<file path="config.mk">
export PLATFORM = sky130hd
export DESIGN_NAME = counter_sequencer
export DESIGN_NICKNAME = d
export VERILOG_FILES = /design/src/rtl/counter_sequencer_pkg.sv /design/src/rtl/counter_sequencer_core.sv /design/src/rtl/counter_sequencer.sv
export SDC_FILE = /design/constraint.sdc
export NUM_CORES = 1
export LEC_CHECK = 0
export CAP_MARGIN = 0
export CELL_PAD_IN_SITES_DETAIL_PLACEMENT = 0
export CELL_PAD_IN_SITES_GLOBAL_PLACEMENT = 1
export CORE_MARGIN = 5
export CORE_UTILIZATION = 42
export CTS_BUF_LIST = sky130_fd_sc_hd__clkbuf_8
export CTS_CLUSTER_SIZE = 40
export DETAILED_ROUTE_END_ITERATION = 8
export GPL_ROUTABILITY_DRIVEN = 0
export PLACE_DENSITY_LB_ADDON = 0.3
export SLEW_MARGIN = 20
export SYNTH_ARGS = -nofsm -noshare
export SYNTH_HDL_FRONTEND = slang
export SYNTH_SLANG_ARGS = --single-unit
</file>
<file path="constraint.sdc">
create_clock -name input_CLK -period 4 [get_ports input_CLK]
set_clock_uncertainty 0.05 [all_clocks]
set_input_delay 0.6 -clock input_CLK [delete_from_list [all_inputs] [get_ports input_CLK]]
set_output_delay 0.6 -clock input_CLK [all_outputs]
set_load 0.02 [all_outputs]
</file>
<file path="src/rtl/counter_sequencer_pkg.sv">
// Shared definitions for the counter sequencer: FSM state encodings,
// command mode encodings and a helper that folds the reserved mode.
package counter_sequencer_pkg;

    typedef enum logic [1:0] {
        ST_IDLE = 2'd0,
        ST_LOAD = 2'd1,
        ST_RUN  = 2'd2
    } state_e;

    typedef enum logic [1:0] {
        MODE_ONESHOT = 2'd0,
        MODE_RELOAD  = 2'd1,
        MODE_FREE    = 2'd2,
        MODE_RSVD    = 2'd3
    } mode_e;

    // Mode 11 behaves exactly like one-shot, so fold it on capture.
    function automatic mode_e decode_mode(input logic [1:0] raw);
        mode_e m;
        case (raw)
            2'd1:    m = MODE_RELOAD;
            2'd2:    m = MODE_FREE;
            default: m = MODE_ONESHOT;
        endcase
        return m;
    endfunction

endpackage

</file>
<file path="src/rtl/counter_sequencer_core.sv">
// Counter datapath: WIDTH-bit register with synchronous load (priority)
// and count enable. wrap_o flags an increment from all-ones to zero.
module counter_sequencer_core #(
    parameter int WIDTH = 4
) (
    input  logic             clk_i,
    input  logic             rst_i,
    input  logic             load_i,
    input  logic [WIDTH-1:0] load_val_i,
    input  logic             en_i,
    output logic [WIDTH-1:0] q_o,
    output logic             wrap_o
);

    logic [WIDTH-1:0] cnt_q;
    logic [WIDTH-1:0] cnt_d;

    // Load wins over increment; otherwise hold.
    always_comb begin
        cnt_d = cnt_q;
        if (load_i) begin
            cnt_d = load_val_i;
        end else if (en_i) begin
            cnt_d = cnt_q + 1'b1;
        end
    end

    // Counter register.
    always_ff @(posedge clk_i or posedge rst_i) begin
        if (rst_i) begin
            cnt_q <= '0;
        end else begin
            cnt_q <= cnt_d;
        end
    end

    assign q_o    = cnt_q;
    assign wrap_o = en_i && !load_i && (&cnt_q);

endmodule

</file>
<file path="src/rtl/counter_sequencer.sv">
// Command-driven sequencer around a WIDTH-bit up-counter.
// Optional feature macro: COUNTER_PRESCALE_EN (count ticks every PRESCALE
// cycles instead of every cycle).
// Handshake: a command is accepted on a rising edge where input_CMD_VALID
// and output_CMD_READY are both high; READY is high exactly in IDLE, so a
// requester must hold VALID until it sees READY.
module counter_sequencer
    import counter_sequencer_pkg::*;
#(
    parameter int WIDTH    = 4,
    parameter int PRESCALE = 4
) (
    input  logic             input_CLK,
    input  logic             input_RST,
    input  logic             input_CMD_VALID,
    output logic             output_CMD_READY,
    input  logic [WIDTH-1:0] input_START,
    input  logic [WIDTH-1:0] input_LIMIT,
    input  logic [1:0]       input_MODE,
    input  logic             input_ABORT,
    output logic [WIDTH-1:0] output_Y,
    output logic             output_BUSY,
    output logic             output_DONE,
    output logic             output_OVERFLOW
);

    state_e           state_q, state_d;
    mode_e            mode_q;
    logic [WIDTH-1:0] start_q;
    logic [WIDTH-1:0] limit_q;
    logic             done_q, done_d;
    logic             ovf_q, ovf_d;

    logic             cap_en;
    logic             cnt_load;
    logic             cnt_en;
    logic             cnt_wrap;
    logic             tick;
    logic [WIDTH-1:0] y;

`ifdef COUNTER_PRESCALE_EN
    localparam int PS_W = (PRESCALE > 1) ? $clog2(PRESCALE) : 1;

    logic [PS_W-1:0] ps_q, ps_d;

    assign tick = (ps_q == PS_W'(PRESCALE - 1));

    // Prescaler restarts in LOAD and rolls over on each tick while running.
    always_comb begin
        ps_d = ps_q;
        if (state_q == ST_LOAD) begin
            ps_d = '0;
        end else if (state_q == ST_RUN) begin
            ps_d = tick ? '0 : ps_q + 1'b1;
        end
    end

    // Prescaler register.
    always_ff @(posedge input_CLK or posedge input_RST) begin
        if (input_RST) begin
            ps_q <= '0;
        end else begin
            ps_q <= ps_d;
        end
    end
`else
    // Without the prescaler every cycle is a tick (PRESCALE is always >= 1).
    assign tick = (PRESCALE >= 1);
`endif

    counter_sequencer_core #(
        .WIDTH(WIDTH)
    ) u_core (
        .clk_i     (input_CLK),
        .rst_i     (input_RST),
        .load_i    (cnt_load),
        .load_val_i(start_q),
        .en_i      (cnt_en),
        .q_o       (y),
        .wrap_o    (cnt_wrap)
    );

    // Next-state, counter controls and completion pulse; ABORT beats completion.
    always_comb begin
        state_d  = state_q;
        cap_en   = 1'b0;
        cnt_load = 1'b0;
        cnt_en   = 1'b0;
        done_d   = 1'b0;
        case (state_q)
            ST_IDLE: begin
                if (input_CMD_VALID) begin
                    cap_en  = 1'b1;
                    state_d = ST_LOAD;
                end
            end
            ST_LOAD: begin
                if (input_ABORT) begin
                    state_d = ST_IDLE;
                end else begin
                    cnt_load = 1'b1;
                    state_d  = ST_RUN;
                end
            end
            ST_RUN: begin
                if (input_ABORT) begin
                    state_d = ST_IDLE;
                end else if (tick) begin
                    case (mode_q)
                        MODE_FREE: begin
                            cnt_en = 1'b1;
                        end
                        MODE_RELOAD: begin
                            if (y == limit_q) begin
                                cnt_load = 1'b1;
                                done_d   = 1'b1;
                            end else begin
                                cnt_en = 1'b1;
                            end
                        end
                        default: begin
                            if (y == limit_q) begin
                                done_d  = 1'b1;
                                state_d = ST_IDLE;
                            end else begin
                                cnt_en = 1'b1;
                            end
                        end
                    endcase
                end
            end
            default: begin
                state_d = ST_IDLE;
            end
        endcase
    end

    // Overflow is sticky until the next accepted command clears it.
    always_comb begin
        ovf_d = ovf_q | cnt_wrap;
        if (cap_en) begin
            ovf_d = 1'b0;
        end
    end

    // State, command capture and flag registers.
    always_ff @(posedge input_CLK or posedge input_RST) begin
        if (input_RST) begin
            state_q <= ST_IDLE;
            mode_q  <= MODE_ONESHOT;
            start_q <= '0;
            limit_q <= '0;
            done_q  <= 1'b0;
            ovf_q   <= 1'b0;
        end else begin
            state_q <= state_d;
            done_q  <= done_d;
            ovf_q   <= ovf_d;
            if (cap_en) begin
                mode_q  <= decode_mode(input_MODE);
                start_q <= input_START;
                limit_q <= input_LIMIT;
            end
        end
    end

    assign output_CMD_READY = (state_q == ST_IDLE);
    assign output_BUSY      = (state_q != ST_IDLE);
    assign output_DONE      = done_q;
    assign output_OVERFLOW  = ovf_q;
    assign output_Y         = y;

endmodule
</file>
== Word level (Yosys, flattened, before mapping) ==
Cells that the tools add are included.
Operators by class
  add/sub/neg operators: 1
  multipliers: 0
  divide/modulo/power cells: 0
  $lt $le $gt $ge: 0
  equality and inequality tests: 10
  shift operators: 0
  muxes and demuxes: 24
  bitwise gates (word level): 1
  reduce and logical (&&, ||, !) cells: 9
Operators by type and width (number)
  1-bit two-way mux: 14
  2-bit two-way mux: 5
  4-bit two-way mux: 2
  2-bit by 1-bit equality test with 1-bit output, second input constant: 3
  2-bit equality test, second input constant: 3
  3-bit != test, second input constant: 2
  2-bit one-hot mux with 3 select lines: 1
  4-bit by 1-bit adder with 4-bit output, second input constant: 1
  4-bit equality test: 1
  2-bit one-hot mux with 2 select lines: 1
  4-bit AND reduction: 1
  2-bit nonzero test: 2
  3-bit AND reduction: 1
  1-bit logical AND: 2
  2-bit logical NOT: 1
  2-bit != test, second input constant: 1
  1-bit one-hot mux with 2 select lines: 1
  2-bit OR reduction: 1
  1-bit logical NOT: 1
  1-bit OR: 1
Storage, ports and cells
  bits in registers: 18
  bits in latches: 0
  memory bits (writable): 0
  memory bits (read-only): 0
  bits of input ports: 14
  output and inout bits: 8
  word-level logic and storage cells: 52
  memories kept: 0

== Longest topological paths before layout ==
Gate-level depths: netlist of run 1.
  depth in word-level cells: 10
  depth in mapped cells: 7

== Hierarchy ==
From an unflattened synthesis of run 1, not the netlist that was laid out.
Second synthesis, totals
  cell total of the unflattened synthesis: 92
  area total of the unflattened synthesis: 983.4 µm²
Modules (own cells, without submodules)
  counter_sequencer: times used 1, cells each 69, area an instance 772.0 µm², sequential area each 350.3 µm²
  counter_sequencer_core: times used 1, cells each 23, area an instance 211.5 µm², sequential area each 100.1 µm²

== Worst setup path before layout of run 1 ==
Ideal clock, no wire load.
  path type: input port to flip-flop
  from: input state_q[0]
  to: register limit_q[0]
  library setup time: 125 ps
  data arrival time: 1511 ps
  required time: 3825 ps
  slack: 2314 ps
  stages: 6
  cells stage by stage: dfrtp_1 > inv_1 > ha_1 > nand2_1 > buf_1 > mux2_2
Between the ends
  longest elaborated chain between the ends: 2
Ends and longest elaborated chain
  from (decl): line counter_sequencer.sv:27  | state_e state_q, state_d;
  2-bit logical NOT
  via output_CMD_READY: line counter_sequencer.sv:16  | output logic output_CMD_READY,
  1-bit two-way mux: line counter_sequencer.sv:90  | case (state_q)
  to (signal assigned): line counter_sequencer.sv:162  | limit_q <= input_LIMIT;
  to (decl): line counter_sequencer.sv:30  | logic [WIDTH-1:0] limit_q;
The timed path passes the listed nets, and every way through them passes these cells.
A chain may end at the register's enable or synchronous reset.

== Final worst setup path of run 1 ==
  from: input state_q[0]
  to: output output_CMD_READY
Between the ends
  longest elaborated chain between the ends: 1
Ends and longest elaborated chain
  2-bit logical NOT: line counter_sequencer.sv:167  | assign output_CMD_READY = (state_q == ST_IDLE);
  to (decl): line counter_sequencer.sv:16
Every way passes these cells.

==> impl_metrics.env, run 1 <==
export IMPL_fin_nets=129
export IMPL_irDropWorstVdd_v=0.000370
export IMPL_drv_cap=0
export IMPL_hold_viol_final=0
export IMPL_port_buffers=21
export IMPL_hold_buffers=0
export IMPL_setup_violations=0
export IMPL_ctsResizeCount=0
export IMPL_grt_pass1_wl_um=2790
export IMPL_yosysWarnings=0
export IMPL_fin_crit_ps=2230
export IMPL_grt_antenna_before_repair=0
export IMPL_worstPathRequired_ps=3350
export IMPL_areaGrowthSynthToFinish_pct=30.2
export IMPL_cts_buffers=3
export IMPL_cellPowerDensity_mw_per_mm2=734
export IMPL_avgRoutedWirePerCell_um=12.3
export IMPL_cts_tree="yes"
export IMPL_yosysSeqAreaShare_pct=48.1
export IMPL_endpoint_kind="output pin"
export IMPL_track_usage_pct=10.8
export IMPL_dieArea_sq_mm=0.00327
export IMPL_top_level_ports=22
export IMPL_min_path_type="reg2reg"
export IMPL_n_antenna_cell=0
export IMPL_path_buf_inv=2
export IMPL_drive_gt1_share_pct=14.0
export IMPL_cts_buffer_depth=2
export IMPL_ys_ff_latch=18
export IMPL_hpwl_um=1280
export IMPL_yosys_area_share_simple_pct=11.1
export IMPL_netlist_area_sq_um=936
export IMPL_tightestPinTransition_ps=673
export IMPL_grt_setup_unrepaired="no"
export IMPL_postSynthAreaPerCell_sq_um=11.1
export IMPL_p_leak_nw=0.537
export IMPL_synth_compound_area_share_pct=9.76
export IMPL_slowest_stage="clkdlybuf4s50_1"
export IMPL_setup_ws_ps=1770
export IMPL_htreeDepth=1
export IMPL_finish_utilization_pct=56.2
export IMPL_wirelength_um=1660
export IMPL_die_h_um=57.2
export IMPL_cts_sinks=18
export IMPL_core_sq_mm=0.00217
export IMPL_grt_pass1_vias=642
export IMPL_fin_crit_sh_pct=55.8
export IMPL_tns_ps=0
export IMPL_num_vias=646
export IMPL_fillers=199
export IMPL_synthAdderAreaFrac_pct=8.02
export IMPL_drc=0
export IMPL_synthMuxAreaShare_pct=13.4
export IMPL_grt_max_degree=19
export IMPL_slew_headroom_pct=55.1
export IMPL_critPathMaxFanout=5
export IMPL_synth_xor_area_share_pct=5.61
export IMPL_critPathTopFamily="buffers and inverters"
export IMPL_synth_cell_type_count=26
export IMPL_reg2regPathDepth=7
export IMPL_path_clk_slew_ps=60
export IMPL_path_class="reg2out"
export IMPL_first_iter_violations=10
export IMPL_critPathMaxStageDelay_ps=630
export IMPL_holdPathStages=1
export IMPL_insertion_delay_ps=240
export IMPL_syn_nets=104
export IMPL_ant_nets=0
export IMPL_synth_top_family_by_area="multiplexers"
export IMPL_die_x_um=57.2
export IMPL_postCtsSetupBuffers=0
export IMPL_vias_per_cell=4.79
export IMPL_cts_root_buf="clkbuf_8"
export IMPL_dpl_worst_slack_ps=1770
export IMPL_path_depth=3
export IMPL_status="finished, final reports clean"
export IMPL_crit_arrival_ps=1580
export IMPL_synthCells=84
export IMPL_placementRows=17
export IMPL_start_util_pct=43.1
export IMPL_startpoint_type="flip-flop"
export IMPL_cp_cell_sequence="inv_1 -> ha_1 -> clkdlybuf4s50_1"
export IMPL_gr_total_overflow=0
export IMPL_fmax_mhz=448
export IMPL_dr_pass1_iters=4
export IMPL_drv_slew=0
==> area by class of cell <==
class	instances	area (sq um)	share of cell area [%]
tap	28	35.0	2.87
clock buffer	3	41.3	3.39
timing repair buffer	21	210	17.2
inverter	9	33.8	2.77
multi-input combinational	56	448	36.8
sequential	18	450	37.0
==> kinds of logic (layout without fill, tap and decap cells) <==
logic type / after synthesis / after routing
AND/OR/NAND/NOR: 19 / 19
flip-flops: 18 / 18
AO/OA/AOI/OAI: 14 / 14
multiplexers: 11 / 11
buffers and inverters: 10 / 33
adder cells (fa/ha/maj): 6 / 6
XOR/XNOR: 6 / 6
==> sequential cells by signal (all words and copies together) (netlist names) <==
| signal | flops |
|---|---|
| output_DONE | 1 |
| u_core.q_o | 4 |
| limit_q | 4 |
| state_q | 2 |
| output_OVERFLOW | 1 |
| start_q | 4 |
| mode_q | 2 |
==> cell usage in the layout (no fill, tap or decap) <==
cell type        netlist  layout
clkdlybuf4s50_1        0      21
dfrtp_1               18      18
inv_1                  9       9
mux2_2                 8       8
ha_1                   6       6
xnor2_1                5       5
nand2_1                4       4
nand2b_1               4       4
nor2_1                 4       4
o21ai_0                4       4
o21a_1                 3       3
a21oi_1                3       3
clkbuf_8               0       3
mux2i_1                2       2
nand4_2                1       1
nor2b_1                1       1
nand3_1                1       1
o22a_2                 1       1
nand4_1                1       1
or3_1                  1       1
a31oi_1                1       1
o211ai_2               1       1
nor3b_1                1       1
nor3_1                 1       1
o21ai_1                1       1
xor2_1                 1       1
mux2_4                 1       1
==> final timing paths <==
| check | end | slack [ps] | from |
|---|---|---|---|
| setup / recovery | output_CMD_READY | 1770 | state_q[0] |
| hold / removal | u_core.q_o[2] | 450 | start_q[2] |
| setup reg to reg | output_OVERFLOW | 2150 | state_q[0] |
| hold reg to reg | u_core.q_o[2] | 450 | start_q[2] |
| max in group asynchronous | state_q[0] | 2770 | input_RST |
| min in group asynchronous | output_OVERFLOW | 700 | input_RST |
==> per-layer routing <==
layer	wire [um]	vias to the layer above	global-route usage, %
li1	-	330	-
met1	763	302	12.6
met2	822	12	19.4
met3	57	2	2.94
met4	12	0	2.98
met5	0	-	0
==> worst register-to-register path: cells and delay by family (launching register included) <==
kind	cells	cell delay, ps
AOI/OAI and AO/OA	2	440
adders and majority gates	1	170
buffers and inverters	1	100
DFF	1	380
and+or+nand+nor	3	620
==> power breakdown <==
| part | internal [mW] | switching [mW] | total [mW] |
|---|---|---|---|
| combinational | 0.229 | 0.207 | 0.437 |
| sequential | 0.267 | 0.0705 | 0.337 |
| clock | 0.0667 | 0.0535 | 0.120 |
==> through the flow <==
step	cells	hold slack (ps)	total power [mW]	cell area (sq um)
2_1_floorplan	84	425	0.644	936
3_3_place_gp	132	434	0.781	1180
3_5_place_dp	132	441	0.787	1180
4_1_cts	135	456	0.911	1220
5_1_grt	135	474	0.969	1220
6_report	135	453	0.894	1220
==> synthesized netlist by cell type (all sizes together) <==
library cell | count | area share [%]
mux2i | 2 | 2.1
xnor2 | 5 | 4.7
inv | 9 | 3.6
mux2 | 9 | 11
ha | 6 | 8.0
o211ai | 1 | 1.3
dfrtp | 18 | 48
o21a | 3 | 2.4
nand4 | 2 | 2.0
nand2b | 4 | 2.7
nand3 | 1 | 0.53
nor3b | 1 | 0.80
a31oi | 1 | 0.67
nor2b | 1 | 0.67
o21ai | 5 | 2.7
nand2 | 4 | 1.6
buf | 1 | 0.40
a21oi | 3 | 1.6
or3 | 1 | 0.67
o22a | 1 | 1.1
nor2 | 4 | 1.6
xor2 | 1 | 0.94
nor3 | 1 | 0.53
(Power assumes the default switching activity.)
==> inputs of run 2 (changes only) <==
- CORE_UTILIZATION: 42 -> 35
- clock period: 4 -> 1.9 ns (I/O delays scaled with it)
==> run 2 against run 1 <==
  * Cell area increased by 3.1%
  * Sequential share of layout area decreased by 1.1 points
  * Cell count increased by 5.2%
  * Critical endpoint is now u_core.q_o[3]
  * Via count increased by 5.7%
  * Highest routed layer unchanged
  * Total power increased by 120%
  * Worst hold slack got worse by 160 ps
  * First-iteration DRC count decreased by 40%
==> impl_metrics.env, run 2 (synthesis gave the netlist of run 1 again) <==
export IMPL_status="finished, final reports clean"
export IMPL_fin_nets=134
export IMPL_fin_crit_sh_pct=89.7
export IMPL_drc=0
export IMPL_postCtsSetupBuffers=0
export IMPL_die_x_um=61.7
export IMPL_met1_usage_pct=14.0
export IMPL_cts_buffers=3
export IMPL_start_util_pct=37.1
export IMPL_critPathMaxFanout=4
export IMPL_port_buffers=21
export IMPL_grt_antenna_before_repair=0
export IMPL_drv_cap=0
export IMPL_die_h_um=61.7
export IMPL_vias_per_cell=4.81
export IMPL_p_leak_nw=0.563
export IMPL_final_area_sq_mm=0.00126
export IMPL_placementRows=18
export IMPL_setup_violations=0
export IMPL_ant_nets=0
export IMPL_drive_gt1_share_pct=17.9
export IMPL_n_antenna_cell=0
export IMPL_dpl_worst_slack_ps=121
export IMPL_min_path_type="in2async"
export IMPL_core_sq_mm=0.00252
export IMPL_fin_crit_ps=1700
export IMPL_finalNonFillerCells=142
export IMPL_track_usage_pct=11.0
export IMPL_avgRoutedWirePerCell_um=13.1
export IMPL_tns_ps=0
export IMPL_final_cell_mix="19 x clkdlybuf4s50_1, 18 x dfrtp_1, 9 x inv_1"
export IMPL_num_vias=683
export IMPL_crit_arrival_ps=1830
export IMPL_path_clk_slew_ps=70
export IMPL_dr_pass1_iters=4
export IMPL_cts_buffer_depth=2
export IMPL_fillers=245
export IMPL_gr_total_overflow=0
export IMPL_cellPowerDensity_mw_per_mm2=1550
export IMPL_startpoint_type="flip-flop"
export IMPL_fmax_mhz=587
export IMPL_cts_sinks=18
export IMPL_grt_setup_unrepaired="no"
export IMPL_wirelength_um=1860
export IMPL_use_met3_pct=3.93
export IMPL_hpwl_um=1430
export IMPL_grt_pass1_vias=656
export IMPL_placed_area_sq_mm=0.00122
export IMPL_irDropWorstVdd_v=0.000878
export IMPL_htreeDepth=1
export IMPL_top_level_ports=22
export IMPL_place_inst=139
export IMPL_cts_root_buf="clkbuf_8"
export IMPL_ctsResizeCount=2
export IMPL_insertion_delay_ps=250
export IMPL_dieArea_sq_mm=0.00381
export IMPL_drv_slew=0
export IMPL_hold_viol_final=0
export IMPL_grt_max_degree=19
export IMPL_setup_ws_ps=196
export IMPL_grt_pass1_wl_um=3070
export IMPL_first_iter_violations=6
export IMPL_final_common_cell="clkdlybuf4s50_1"
export IMPL_endpoint_kind="flip-flop"
export IMPL_tightestPinTransition_ps=442
export IMPL_hold_ws_ps=295
export IMPL_slew_headroom_pct=70.5
export IMPL_hold_buffers=0
export IMPL_worstPathRequired_ps=2020
export IMPL_path_class="reg2reg"
export IMPL_grt_most_used_layer="met2"
export IMPL_areaGrowthSynthToFinish_pct=34.2
export IMPL_grtUsageMet2_pct=18.4
export IMPL_cts_tree="yes"
## run 2: cell count changes in the layout (fill, tap and decap cells not counted)
cell and change:
buf_4 +5, clkdlybuf4s50_1 -2, dlygate4sd2_1 +2
## run 2: power by group
| part | switching (mW) | internal (mW) | total (mW) |
|---|---|---|---|
| Combinational | 0.479 | 0.507 | 0.986 |
| Clock | 0.121 | 0.141 | 0.262 |
| Sequential | 0.137 | 0.562 | 0.699 |
| Total | 0.738 | 1.21 | 1.95 |
## run 2: layout make-up
cell class              count  area (sq um)  share of cell area, %
inverters                   9          33.8                   2.69
flip-flops and latches     18           450                   35.9
well taps                  30          37.5                   2.99
repair buffers             26           245                   19.5
multi-input cells          56           448                   35.7
clock buffers               3          41.3                   3.29
## run 2: path summary, 6_finish.rpt
path	cells past startpoint	end	from	slack, ps
max	7	u_core.q_o[3]	state_q[0]	200
min	3	start_q[0]	input_RST	300
max reg2reg	7	u_core.q_o[3]	state_q[0]	200
min reg2reg	1	start_q[1]	start_q[1]	460
max in group asynchronous	3	limit_q[1]	input_RST	1310
min in group input_CLK	1	start_q[1]	start_q[1]	460
## run 2: worst max-delay path, stage by stage (launching register included)
cell and delay, ps:
dfrtp_1 380, inv_1 100, ha_1 160, nor2b_1 180, buf_4 160, nand4_1 110
or3_1 320, a31oi_1 160
## run 2: routing by layer
layer  vias up  part of all wire [%]
met2        13                    48
li1        343                     -
met4         0                  0.32
met3         2                   5.4
met5         -                     0
met1       325                    47
## run 2: stage by stage
| step | util, % | total power [mW] |
|---|---|---|
| CTS | 49.8 | 1.99 |
| detailed placement | 48.3 | 1.73 |
| global placement | 48.3 | 1.71 |
| global route | 49.8 | 2.12 |
| finish | 49.8 | 1.95 |
| floorplan | - | 1.36 |
